**src/rtl/par3_to_serial_requant.sv**
```systemverilog
// Requantises 3-lane blocks from the parallel FIR to OUT_W-bit samples,
// buffers them in a block FIFO and drains them as one serial sample stream.
module par3_to_serial_requant #(
    parameter int IN_W  = 64,
    parameter int OUT_W = 16,
    parameter int SHIFT = 15,
    parameter int DEPTH = 4
) (
    input  logic                    clk,
    input  logic                    rst,
    input  logic                    in_valid,
    output logic                    in_ready,
    input  logic signed [IN_W-1:0]  din1,
    input  logic signed [IN_W-1:0]  din2,
    input  logic signed [IN_W-1:0]  din3,
    output logic                    out_valid,
    input  logic                    out_ready,
    output logic signed [OUT_W-1:0] dout,
    output logic [15:0]             sat_cnt,
    output logic                    sat_flag
);
    localparam int AW = $clog2(DEPTH);
    localparam logic signed [IN_W:0] HALF =
        {{(IN_W-SHIFT+1){1'b0}}, 1'b1, {(SHIFT-1){1'b0}}};
    localparam logic signed [IN_W:0] MAX_R = (IN_W+1)'((2**(OUT_W-1)) - 1);
    localparam logic signed [IN_W:0] MIN_R = -MAX_R - 1;

    logic signed [IN_W-1:0] din_lane [3];
    logic [OUT_W-1:0]       q_lane   [3];
    logic [OUT_W-1:0]       rd_lane  [3];
    logic [2:0]             sat_lane;

    logic [AW:0]            wptr_reg;
    logic [AW:0]            rptr_reg;
    logic [1:0]             lane_reg;
    logic [3*OUT_W-1:0]     mem [DEPTH];
    logic [3*OUT_W-1:0]     rd_entry;

    logic                   full;
    logic                   empty;
    logic                   push;
    logic                   take;
    logic                   pop;
    logic [1:0]             nsat;
    logic [16:0]            sat_sum;

    assign din_lane[0] = din1;
    assign din_lane[1] = din2;
    assign din_lane[2] = din3;

    // One extra bit of headroom keeps the rounding add from wrapping at full scale.
    for (genvar gi = 0; gi < 3; gi++) begin : g_lane
        logic signed [IN_W:0] sum;
        logic signed [IN_W:0] r;
        assign sum          = {din_lane[gi][IN_W-1], din_lane[gi]} + HALF;
        assign r            = sum >>> SHIFT;
        assign sat_lane[gi] = (r > MAX_R) || (r < MIN_R);
        assign q_lane[gi]   = (r > MAX_R) ? OUT_W'(MAX_R) :
                              (r < MIN_R) ? OUT_W'(MIN_R) : r[OUT_W-1:0];
        assign rd_lane[gi]  = rd_entry[gi*OUT_W +: OUT_W];
    end

    assign empty     = (wptr_reg == rptr_reg);
    assign full      = (wptr_reg[AW] != rptr_reg[AW]) &&
                       (wptr_reg[AW-1:0] == rptr_reg[AW-1:0]);
    assign in_ready  = !full;
    assign out_valid = !empty;
    assign push      = in_valid && in_ready;
    assign take      = out_valid && out_ready;
    assign pop       = take && (lane_reg == 2'd2);

    assign nsat    = 2'(sat_lane[0]) + 2'(sat_lane[1]) + 2'(sat_lane[2]);
    assign sat_sum = {1'b0, sat_cnt} + 17'(nsat);

    // Storage has no reset; validity is carried entirely by the pointers.
    always_ff @(posedge clk) begin
        if (push) begin
            mem[wptr_reg[AW-1:0]] <= {q_lane[2], q_lane[1], q_lane[0]};
        end
    end

    assign rd_entry = mem[rptr_reg[AW-1:0]];

    always_comb begin
        dout = '0;
        if (!empty) begin
            case (lane_reg)
                2'd0:    dout = rd_lane[0];
                2'd1:    dout = rd_lane[1];
                default: dout = rd_lane[2];
            endcase
        end
    end

    always_ff @(posedge clk or negedge rst) begin
        if (!rst) begin
            wptr_reg <= '0;
            rptr_reg <= '0;
            lane_reg <= '0;
            sat_cnt  <= '0;
            sat_flag <= 1'b0;
        end else begin
            if (push) begin
                wptr_reg <= wptr_reg + 1'b1;
                sat_cnt  <= sat_sum[16] ? 16'hFFFF : sat_sum[15:0];
                sat_flag <= sat_flag | (nsat != 2'd0);
            end
            if (take) begin
                lane_reg <= pop ? 2'd0 : lane_reg + 2'd1;
            end
            if (pop) begin
                rptr_reg <= rptr_reg + 1'b1;
            end
        end
    end
endmodule

```
**config.mk**
```make
export PLATFORM = sky130hd
export DESIGN_NAME = par3_to_serial_requant
export DESIGN_NICKNAME = d
export VERILOG_FILES = /design/src/rtl/par3_to_serial_requant.sv
export SDC_FILE = /design/constraint.sdc
export NUM_CORES = 1
export LEC_CHECK = 0
export ABC_AREA = 1
export BUFFER_PORTS_ARGS = -buffer_cell sky130_fd_sc_hd__buf_2
export CORE_AREA = 2 2 209 211
export CTS_CLUSTER_SIZE = 20
export DETAILED_ROUTE_END_ITERATION = 10
export DIE_AREA = 0 0 211 213
export PLACE_DENSITY = 0.64
export SETUP_SLACK_MARGIN = 0.02
export SKIP_CTS_REPAIR_TIMING = 1
export SYNTH_ARGS = -nofsm -noshare
export SYNTH_HDL_FRONTEND = slang
export SYNTH_SLANG_ARGS = --single-unit
```
**constraint.sdc**
```tcl
create_clock -name clk -period 5.8 [get_ports clk]
set_input_delay 0.29 -clock clk [delete_from_list [all_inputs] [get_ports clk]]
set_output_delay 0.29 -clock clk [all_outputs]
set_load 0.02 [all_outputs]
```
==> metrics.md, run 1 <==
| Metric | Value |
|---|---|
| CTS tree | done |
| Post-Syn Nets | 2207 |
| Final #Nets | 2389 |
| Power Total | 5920 uW |
| Routed length on met3 | 2070 um |
| Final hold vios | 0 |
| Lkg Pwr | 0.00692 uW |
| Clk slew on worst S/H paths | 0.06 ns |
| Worst Setup Start Kind | input port |
| CTS Buffer Depth | 3 |
| R2R Path Start | rptr_reg[1]$_DFFE_PN0P_ |
| Cells after Synth | 1999 |
| Netlist cell types | 51 |
| H-tree depth | 1 |
| Cell area power density | 347 mW/mm^2 |
| Area added between synthesis and finish | 15.3% |
| Vias in the first global route | 13.4k |
| Clk sinks | 217 |
| Most frequent cells in the layout | nand2_1, nor2_1, edfxtp_1 |
| DR top layer | met4 |
| Internal Power | 3540 uW |
| Worst-path fanout max | 16 |
| Met2 wire len | 22400 um |
| Mapped Area | 0.0148 sq mm |
| M1 wire length | 20700 um |
| EDFF count, synth | 192 |
| Die X | 211 um |
| Io pins | 231 |
| Fmax | 0.210 GHz |
| Clk_skew | 0.0210 ns |
| CP max stage delay | 0.47 ns |
| R2R setup slack | 2.32 ns |
| DRT Pass-1 Iters | 5 |
| Reg-to-reg endpoint | mem[2][36]$_DFFE_PP_ |
| YS warnings | 0 |
| Via count | 14.1k |
| Filler cell count in the final layout | 4390 |
| Chip Height | 213 um |
| DRT iter0 DRCs | 986 |
| Clock Latency Late Sink | 0.52 ns |
| Remaining global-route overflow | 0 |
| Sequential-to-total area share from yosys stat | 0.432 |
| Starting Density | 0.347 |
| Final wirelength | 46200 um |
| First-pass GRT wire length | 71300 um |
| Largest net degree at the start of global routing | 86 |
| Clock power share | 0.231 |
| Critical path required time | 6.22 ns |
| Most common cell after layout, fill and taps aside | nand2_1 |
| Max reg flops | 192 |
| Die area | 0.0449 sq mm |
| TritonCTS Buffers | 23 |
| Setup violations, final | 0 |
| Syn Area/Cell | 7.41 sq um |
| Number of synthesized register bits | 217 |
| Slew Limit Fails | 0 |
| Initial antenna violation count | 2 |
| Detailed-route wire length per cell | 16.8 um |
| Status | complete, no violations |
| Post-DP HPWL | 35900 um |
| DRC Markers | 0 |
| Via/cell ratio | 5.13 |
| Period minus WS final | 4.75 ns |
| Sw Pwr | 2390 uW |
| Worst Hold Launch | out_ready |
| Hold Crit Class | input port to flip-flop |
| Endpoint, Worst Hold | lane_reg[0]$_DFFE_PN0P_ |
| Prevailing post-synth register cell | edfxtp_1 |
| Row count | 76 |
| Final RePlAce weighted congestion | 0.942 |
| Layout cells sized above 1 | 0.135 |
| Footprint of the multi-input gates | 0.00762 sq mm |
| FF+latch area | 0.00639 sq mm |
| MaxCap Viol Count | 0 |
| Core area | 0.0427 sq mm |
| Flop pwr share | 0.380 |
| RSZ-0062 raised after global routing | false |
| Crit path arrival time | 5.17 ns |
| Actual slew at the worst max-slew pin | 1.06 ns |
| R2R depth | 5 |
| CTS Root Cell | clkbuf_16 |
| Post-synth ARST share | 0.115 |
| Core Util, Final | 0.400 |
| Combinational fraction of design power | 0.388 |
| Fin crit share | 0.820 |
| IO buf count | 188 |
| Tot GR Track Use | 0.201 |
| Switching share of power | 0.403 |
| Setup TNS Final | 0 ns |
| Critical path type | input port to flip-flop |
| Slowest-stage cell, CP | fa_1 |
| Normalized max-slew margin | 0.290 |
| Worst-case vdd ir drop | 268 uV |
| Worst setup EP type | flip-flop |
| Routed Antenna Nets | 0 |
| Hold Crit Depth | 3 |
how the worst max path moves through the flow:
stage | start | end | slack, ns | cells past startpoint
5_1_grt | din3[15] | sat_cnt[7]$_DFFE_PN0P_ | 0.46 | 33
3_3_place_gp | din3[15] | sat_cnt[14]$_DFFE_PN0P_ | 0.59 | 33
3_5_place_dp | din3[15] | sat_cnt[7]$_DFFE_PN0P_ | 0.52 | 33
6_report | din3[15] | sat_cnt[7]$_DFFE_PN0P_ | 1.05 | 33
2_1_floorplan | din1[14] | sat_cnt[7]$_DFFE_PN0P_ | 1.70 | 32
4_1_cts | din3[15] | sat_cnt[7]$_DFFE_PN0P_ | 1.03 | 33
stage by stage:
stage               instance area, sq um  hold WS (ns)  std cells  setup slack [ns]
finish                             17100         0.140       2746              1.05
global route                       17100         0.171       2746             0.457
CTS                                17100        -0.213       2743              1.03
detailed placement                 16400         0.330       2701             0.518
global placement                   16400         0.313       2701             0.595
floorplan                          14800      -0.00559       1999              1.70
layer usage:
| metal | global-route usage | up-vias |
|---|---|---|
| met2 | 0.353 | 414 |
| met4 | 0.0483 | 0 |
| met5 | 0 | - |
| met3 | 0.0171 | 72 |
| met1 | 0.269 | 6609 |
| li1 | - | 6982 |
power by group through the flow:
stage	logic, uW	registers, uW	clock network (uW)
2_1_floorplan	1450	2250	0
3_3_place_gp	2300	2280	0
3_5_place_dp	2340	2290	0
4_1_cts	2350	2260	1390
5_1_grt	2550	2290	1460
6_report	2300	2250	1370
critical path, delay by kind of cell:
kind	cells	cell delay, ns
buf+inv	5	0.40
compound gates	2	0.15
simple gates	21	2.96
fa+ha+maj	4	1.11
xor+xnor	1	0.21
layout make-up:
type                       count  area share
sequential                   217       0.374
tap                          546      0.0400
clock buffer                  29      0.0350
clock inverter                13     0.00616
inverter                     164      0.0361
timing repair buffer         201      0.0617
antenna                        2    0.000293
multi-input combinational   1574       0.446
synth_stat cells (2+ instances only):
cell type	instances	share of area
nor2_8	2	0.0027
nand3_1	105	0.035
nor2_4	12	0.0091
o21ai_0	66	0.022
xnor2_1	31	0.018
edfxtp_1	192	0.39
nand4_1	45	0.019
nand2_1	677	0.17
nor3_2	2	0.0014
o221ai_1	17	0.010
or2_0	2	0.00085
ha_1	10	0.0085
a32o_1	13	0.0088
buf_6	5	0.0038
o21ai_1	3	0.0010
dfrtp_1	25	0.042
nand3b_1	26	0.013
nand2_4	3	0.0023
clkinv_1	2	0.00051
inv_2	4	0.0010
a211oi_1	13	0.0066
buf_2	3	0.0010
nor2_1	353	0.090
a22oi_1	17	0.0086
inv_1	158	0.040
clkbuf_1	34	0.0086
nor2_2	9	0.0038
xor2_1	49	0.029
or2_2	4	0.0017
nor3_1	22	0.0074
nor3b_1	2	0.0010
fa_1	2	0.0027
a21oi_1	58	0.020
nand2_2	16	0.0068
logic make-up (layout without fill, tap and decap cells):
kind of cell	after synthesis	in the layout	share of synthesized area
and+or+nand+nor	1287	1287	0.371
xor gates and xnor gates	82	82	0.0495
other	0	2	0
adders and majority gates	12	12	0.0112
buffers and inverters	208	407	0.0558
AOI/OAI and AO/OA	193	193	0.0810
DFF	217	217	0.432
Power figures use the tool's default switching activity.
==> inputs of run 2 (changes only) <==
Settings changed: ABC_AREA 1 to 0, CORE_AREA 2 2 209 211 to 2 2 195 197, DIE_AREA 0 0 211 213 to 0 0 197 199, PLACE_DENSITY 0.64 to 0.67.
Clock period 5.8 ns to 3.85 ns, I/O delays scaled along.
==> run 2 against run 1 <==
Net effect: the flow now finishes with violations (setup timing); utilization increased by 7.2 points; setup slack got worse by 1.6 ns; critical path depth down 12; wire length shrank 18%; clock power is 50% higher; first-iteration DRC count shrank 30%; critical path type unchanged; critical endpoint is now sat_cnt[2]$_DFFE_PN0P_; largest cell class is now registers.
==> metrics.md, run 2 <==
| Metric | Value |
|---|---|
| Status | complete, but fails checks |
| Fmax | 0.225 GHz |
| Critical path required time | 4.26 ns |
| Prevailing post-synth register cell | edfxtp_1 |
| Internal Power | 5840 uW |
| CTS tree | done |
| Max reg flops | 192 |
| YS warnings | 0 |
| Worst setup EP type | flip-flop |
| Clk slew on worst S/H paths | 0.06 ns |
| Tot GR Track Use | 0.189 |
| Worst-path fanout max | 7 |
| CTS Root Cell | clkbuf_16 |
| Most common cell after layout, fill and taps aside | buf_4 |
| Post-synth ARST share | 0.115 |
| Syn Area/Cell | 11.4 sq um |
| Cell area power density | 511 mW/mm^2 |
| Post-Syn Nets | 1337 |
| Final wirelength | 37700 um |
| First-pass GRT wire length | 58400 um |
| Vias in the first global route | 11.1k |
| Slew Limit Fails | 0 |
| Layout cells sized above 1 | 0.393 |
| R2R Path Start | rptr_reg[1]$_DFFE_PN0P_ |
| Io pins | 231 |
| Hold Crit Class | input port to flip-flop |
| Area added between synthesis and finish | 36.5% |
| Setup violations, final | 16 |
| Antenna cells | 0 |
| Filler cell count in the final layout | 3419 |
| Worst Setup Start Kind | input port |
| Switching share of power | 0.347 |
| Worst-case vdd ir drop | 427 uV |
| Lkg Pwr | 0.00680 uW |
| Setup WS post-layout | -0.603 ns |
| Via/cell ratio | 5.35 |
| Clock Latency Late Sink | 0.48 ns |
| Sw Pwr | 3100 uW |
| IO buf count | 188 |
| Detailed-route wire length per cell | 17.9 um |
| Cells after Synth | 1129 |
| Remaining global-route overflow | 0 |
| Initial antenna violation count | 0 |
| Main combinational cell family by area after synthesis | simple AND/OR/NAND/NOR gates |
| Worst Hold Launch | out_ready |
| Most frequent cells after synthesis | edfxtp_1, nor2_1, nand2_1 |
| Area fraction in and, or, nand and nor cells after synthesis | 0.206 |
| Core area | 0.0371 sq mm |
| Actual slew at the worst max-slew pin | 1.22 ns |
| Post-DP HPWL | 29000 um |
| Clk_skew | 0.0104 ns |
| Largest net degree at the start of global routing | 49 |
| Worst hold slack | 0.0804 ns |
| Fin crit share | 1.16 |
| Final hold vios | 0 |
| Die X | 197 um |
| Post-Synth XOR/XNOR Area | 0.0792 |
| Adder-cell share of the synthesized area | 0.0129 |
| Crit path arrival time | 4.86 ns |
| Footprint of the multi-input gates | 0.00635 sq mm |
| Row count | 71 |
| Source of the critical timing path | din3[23] |
| DRT iter0 DRCs | 687 |
| Starting Density | 0.345 |
| Synth top area share | 0.449 |
| Critical path type | input port to flip-flop |
| H-tree depth | 1 |
| Period minus WS final | 4.45 ns |
| Via count | 11.3k |
| Combinational fraction of design power | 0.372 |
| DRC Markers | 0 |
| Failing checks | setup timing |
| Number of synthesized register bits | 217 |
| Clk sinks | 217 |
| Mapped Area | 0.0128 sq mm |
| Most frequent cells in the layout | buf_4, edfxtp_1, buf_2 |
| Clock power share | 0.229 |
| Chip Height | 199 um |
| TritonCTS Buffers | 21 |
| DRT Pass-1 Iters | 5 |
| Routed Antenna Nets | 0 |
| Netlist cell types | 76 |
| CTS Buffer Depth | 3 |
| Final RePlAce weighted congestion | 0.961 |
| Sequential-to-total area share from yosys stat | 0.498 |
| Yosys top cell by area | edfxtp_1 |
| Synth Area in Compound Gates | 0.0750 |
| Pre-CTS setup slack | -1.22 ns |
| Final #Nets | 1827 |
| Flop pwr share | 0.399 |
| Mux contribution to synthesized area | 0.108 |
| EDFF count, synth | 192 |
| Main area contributors after synthesis | edfxtp_1, mux4_2, dfrtp_1, xnor2_1, xor2_1 |
| FF+latch area | 0.00640 sq mm |
| Die area | 0.0392 sq mm |
| MaxCap Viol Count | 0 |
| Most numerous cell in the Yosys netlist | edfxtp_1 |
| RSZ-0062 raised after global routing | true |
| Normalized max-slew margin | 0.189 |
==> run 2: cell type report <==
cell class / instances / area share
timing repair buffer: 509 / 0.195
inverter: 21 / 0.00450
tap: 474 / 0.0339
multi-input combinational: 849 / 0.363
sequential: 217 / 0.365
clock buffer: 23 / 0.0304
clock inverter: 11 / 0.00858
==> run 2: logic make-up after synthesis <==
logic type      Yosys count
fa+ha+maj                12
xor+xnor                116
flops                   217
buf+inv                  64
compound gates          154
mux                      78
simple gates            488
==> run 2: worst paths after layout <==
path                                            to  slack (ns)  cells after the start
hold / removal             lane_reg[1]$_DFFE_PN0P_        0.08                      4
hold reg to reg               sat_flag$_DFFE_PN0P_        0.49                      1
setup reg to reg           sat_cnt[15]$_DFFE_PN0P_        1.23                      8
setup / recovery            sat_cnt[2]$_DFFE_PN0P_       -0.60                     21
max in group asynchronous  rptr_reg[0]$_DFFE_PN0P_        3.18                      2
min in group asynchronous  lane_reg[1]$_DFFE_PN0P_        0.24                      2
==> run 2: per-stage QoR <==
stage               power (uW)  instances  TNS [ns]   util  cell area [sq um]
floorplan                 5530       1129    -14.21      -              12900
global placement          6780       2063    -17.92  0.448              16600
detailed placement        6860       2063    -19.11  0.448              16600
CTS                       8940       2097    -11.01  0.467              17300
global route              9400       2104    -11.83  0.472              17500
finish                    8940       2104     -8.58  0.472              17500
==> run 2: worst max-delay path: stages <==
cell,delay (ns)
buf_2,0.10
nand3_1,0.11
buf_4,0.17
nor4_2,0.31
buf_4,0.21
nand3_1,0.11
xor2_1,0.22
nand4_1,0.12
or4b_1,0.52
or4_4,0.56
o41ai_4,0.24
and2_4,0.23
fa_2,0.47
inv_2,0.09
ha_4,0.13
fa_2,0.22
nand3_4,0.09
nor2_4,0.14
nand2_2,0.08
or3_4,0.44
o21ai_1,0.10
==> run 2: metal layers <==
layer | up-vias | share of wire | global-route usage
met5 | - | 0 | 0
met4 | 0 | 0.026 | 0.0446
met3 | 62 | 0.059 | 0.0253
met2 | 373 | 0.49 | 0.329
met1 | 5484 | 0.42 | 0.250
li1 | 5340 | - | -
==> run 2: power by group through the flow <==
| stage | logic [uW] | clock network [uW] | registers (uW) |
|---|---|---|---|
| global placement | 3220 | 0 | 3560 |
| finish | 3320 | 2050 | 3570 |
| CTS | 3290 | 2080 | 3570 |
| global route | 3590 | 2170 | 3630 |
| detailed placement | 3260 | 0 | 3610 |
| floorplan | 2140 | 0 | 3390 |
==> inputs of run 3 (changes only) <==
Settings changed: RECOVER_POWER set to 25.
==> run 3 against run 2 <==
Net effect: the run ends with capacitance limit, slew limit, setup timing left; total power hardly changed; setup slack improved by 0.0069 ns; combinational power about the same; largest power group unchanged.
==> metrics.md, run 3 (synthesis results as in run 2) <==
| Metric | Value |
|---|---|
| Status | complete, but fails checks |
| Failing checks | capacitance limit, slew limit, setup timing |
| Remaining global-route overflow | 0 |
| FF+latch area | 0.00639 sq mm |
| Initial antenna violation count | 0 |
| Most common cell after layout, fill and taps aside | buf_4 |
| Worst Setup Start Kind | input port |
| Final RePlAce weighted congestion | 0.961 |
| Power Total | 8940 uW |
| Fin crit share | 1.15 |
| DRT iter0 DRCs | 692 |
| Area added between synthesis and finish | 36.2% |
| DRC Markers | 0 |
| Clock Latency Late Sink | 0.48 ns |
| Post-DP HPWL | 29000 um |
| Layout cells sized above 1 | 0.380 |
| Antenna cells | 0 |
| Worst setup EP type | flip-flop |
| DRT Pass-1 Iters | 5 |
| Worst Hold Launch | out_ready |
| MaxCap Viol Count | 1 |
| Filler cell count in the final layout | 3436 |
| Vias in the first global route | 11.1k |
| R2R setup slack | 0.51 ns |
| Routed Antenna Nets | 0 |
| Final hold vios | 0 |
| Final wirelength | 37700 um |
| CTS tree | done |
| CTS Root Cell | clkbuf_16 |
| Largest net degree at the start of global routing | 49 |
| Row count | 71 |
| First-pass GRT wire length | 58400 um |
| Actual slew at the worst max-slew pin | 1.56 ns |
| Fmax | 0.225 GHz |
| Setup WS post-layout | -0.596 ns |
| Final #Nets | 1827 |
| Worst-case vdd ir drop | 429 uV |
| TritonCTS Buffers | 21 |
| Period minus WS final | 4.45 ns |
| Critical path type | input port to flip-flop |
| Detailed-route wire length per cell | 17.9 um |
| Core area | 0.0371 sq mm |
| Slew Limit Fails | 26 |
| Io pins | 231 |
| R2R Path Start | rptr_reg[0]$_DFFE_PN0P_ |
| Clk sinks | 217 |
| Chip Height | 199 um |
| Hold Crit Class | input port to flip-flop |
| Via/cell ratio | 5.34 |
| Via count | 11.2k |
| Footprint of the multi-input gates | 0.00635 sq mm |
| Final Cell Area | 0.0175 sq mm |
| Die X | 197 um |
| H-tree depth | 1 |
| Most frequent cells in the layout | buf_4, edfxtp_1, buf_2 |
| Tot GR Track Use | 0.189 |
| Lkg Pwr | 0.00672 uW |
| R2R depth | 8 |
| Crit path arrival time | 4.86 ns |
| Clk_skew | 0.0107 ns |
| Die area | 0.0392 sq mm |
| Endpoint, Worst Hold | lane_reg[1]$_DFFE_PN0P_ |
| Cell area power density | 512 mW/mm^2 |
| Pre-CTS setup slack | -1.22 ns |
| Normalized max-slew margin | -0.0381 |
| Critical path required time | 4.26 ns |
| Clk slew on worst S/H paths | 0.06 ns |
| Reg-to-reg endpoint | sat_cnt[15]$_DFFE_PN0P_ |
| RSZ-0062 raised after global routing | true |
| Max reg flops | 192 |
| Setup violations, final | 16 |
| Starting Density | 0.345 |
| Worst-path fanout max | 7 |
| CTS Buffer Depth | 3 |
| IO buf count | 188 |
| Core Util, Final | 0.470 |
| Hold Crit Depth | 3 |
| Setup TNS Final | -8.49 ns |
| Post-DP Area | 0.0166 sq mm |
-- run 3: cell types whose count changed in the layout (fill, tap and decap cells not counted), sizes merged --
cell / change
buf: -22
clkbuf: +22
-- run 3: per-layer routing --
| layer | up-vias | track usage | wire length (um) |
|---|---|---|---|
| met2 | 357 | 0.329 | 18600 |
| met5 | - | 0 | 0 |
| met4 | 0 | 0.0446 | 938 |
| met3 | 58 | 0.0253 | 2080 |
| met1 | 5478 | 0.250 | 16100 |
| li1 | 5342 | - | - |
-- run 3: stage by stage --
step,hold slack (ns),instances
2_1_floorplan,-0.103,1129
3_3_place_gp,0.207,2063
3_5_place_dp,0.210,2063
4_1_cts,-0.299,2097
5_1_grt,0.100,2104
6_report,0.0808,2104
-- run 3: worst max-delay path, stage by stage --
cell	delay (ns)
buf_8	0.08
nand3_4	0.07
or4_4	0.57
nor4_4	0.27
mux2i_1	0.23
nand4_1	0.12
or4b_1	0.53
or4_4	0.56
o41ai_4	0.24
and2_4	0.23
fa_2	0.47
inv_2	0.09
ha_4	0.13
fa_2	0.22
nand3_4	0.09
nor2_4	0.14
nand2_2	0.08
or3_4	0.44
o21ai_1	0.10
-- run 3: area by class of cell --
type / count / area share
clock buffer: 23 / 0.0305
clock inverter: 11 / 0.00860
timing repair buffer: 509 / 0.193
sequential: 217 / 0.366
tap: 474 / 0.0340
multi-input combinational: 849 / 0.364
inverter: 21 / 0.00451
-- run 3: how the worst max path moves through the flow --
stage | from | cells past startpoint | to
after CTS | din3[27] | 19 | sat_cnt[6]$_DFFE_PN0P_
after floorplan | din3[14] | 20 | sat_cnt[0]$_DFFE_PN0P_
after global placement | din3[27] | 19 | sat_cnt[15]$_DFFE_PN0P_
after global routing | din3[28] | 19 | sat_cnt[2]$_DFFE_PN0P_
final | din3[28] | 19 | sat_cnt[2]$_DFFE_PN0P_
after detailed placement | din3[27] | 19 | sat_cnt[6]$_DFFE_PN0P_
-- run 3: report_power, final --
part | internal [uW] | switching, uW
logic | 1420 | 1900
registers | 3150 | 411
clock network | 1260 | 797
total | 5830 | 3110
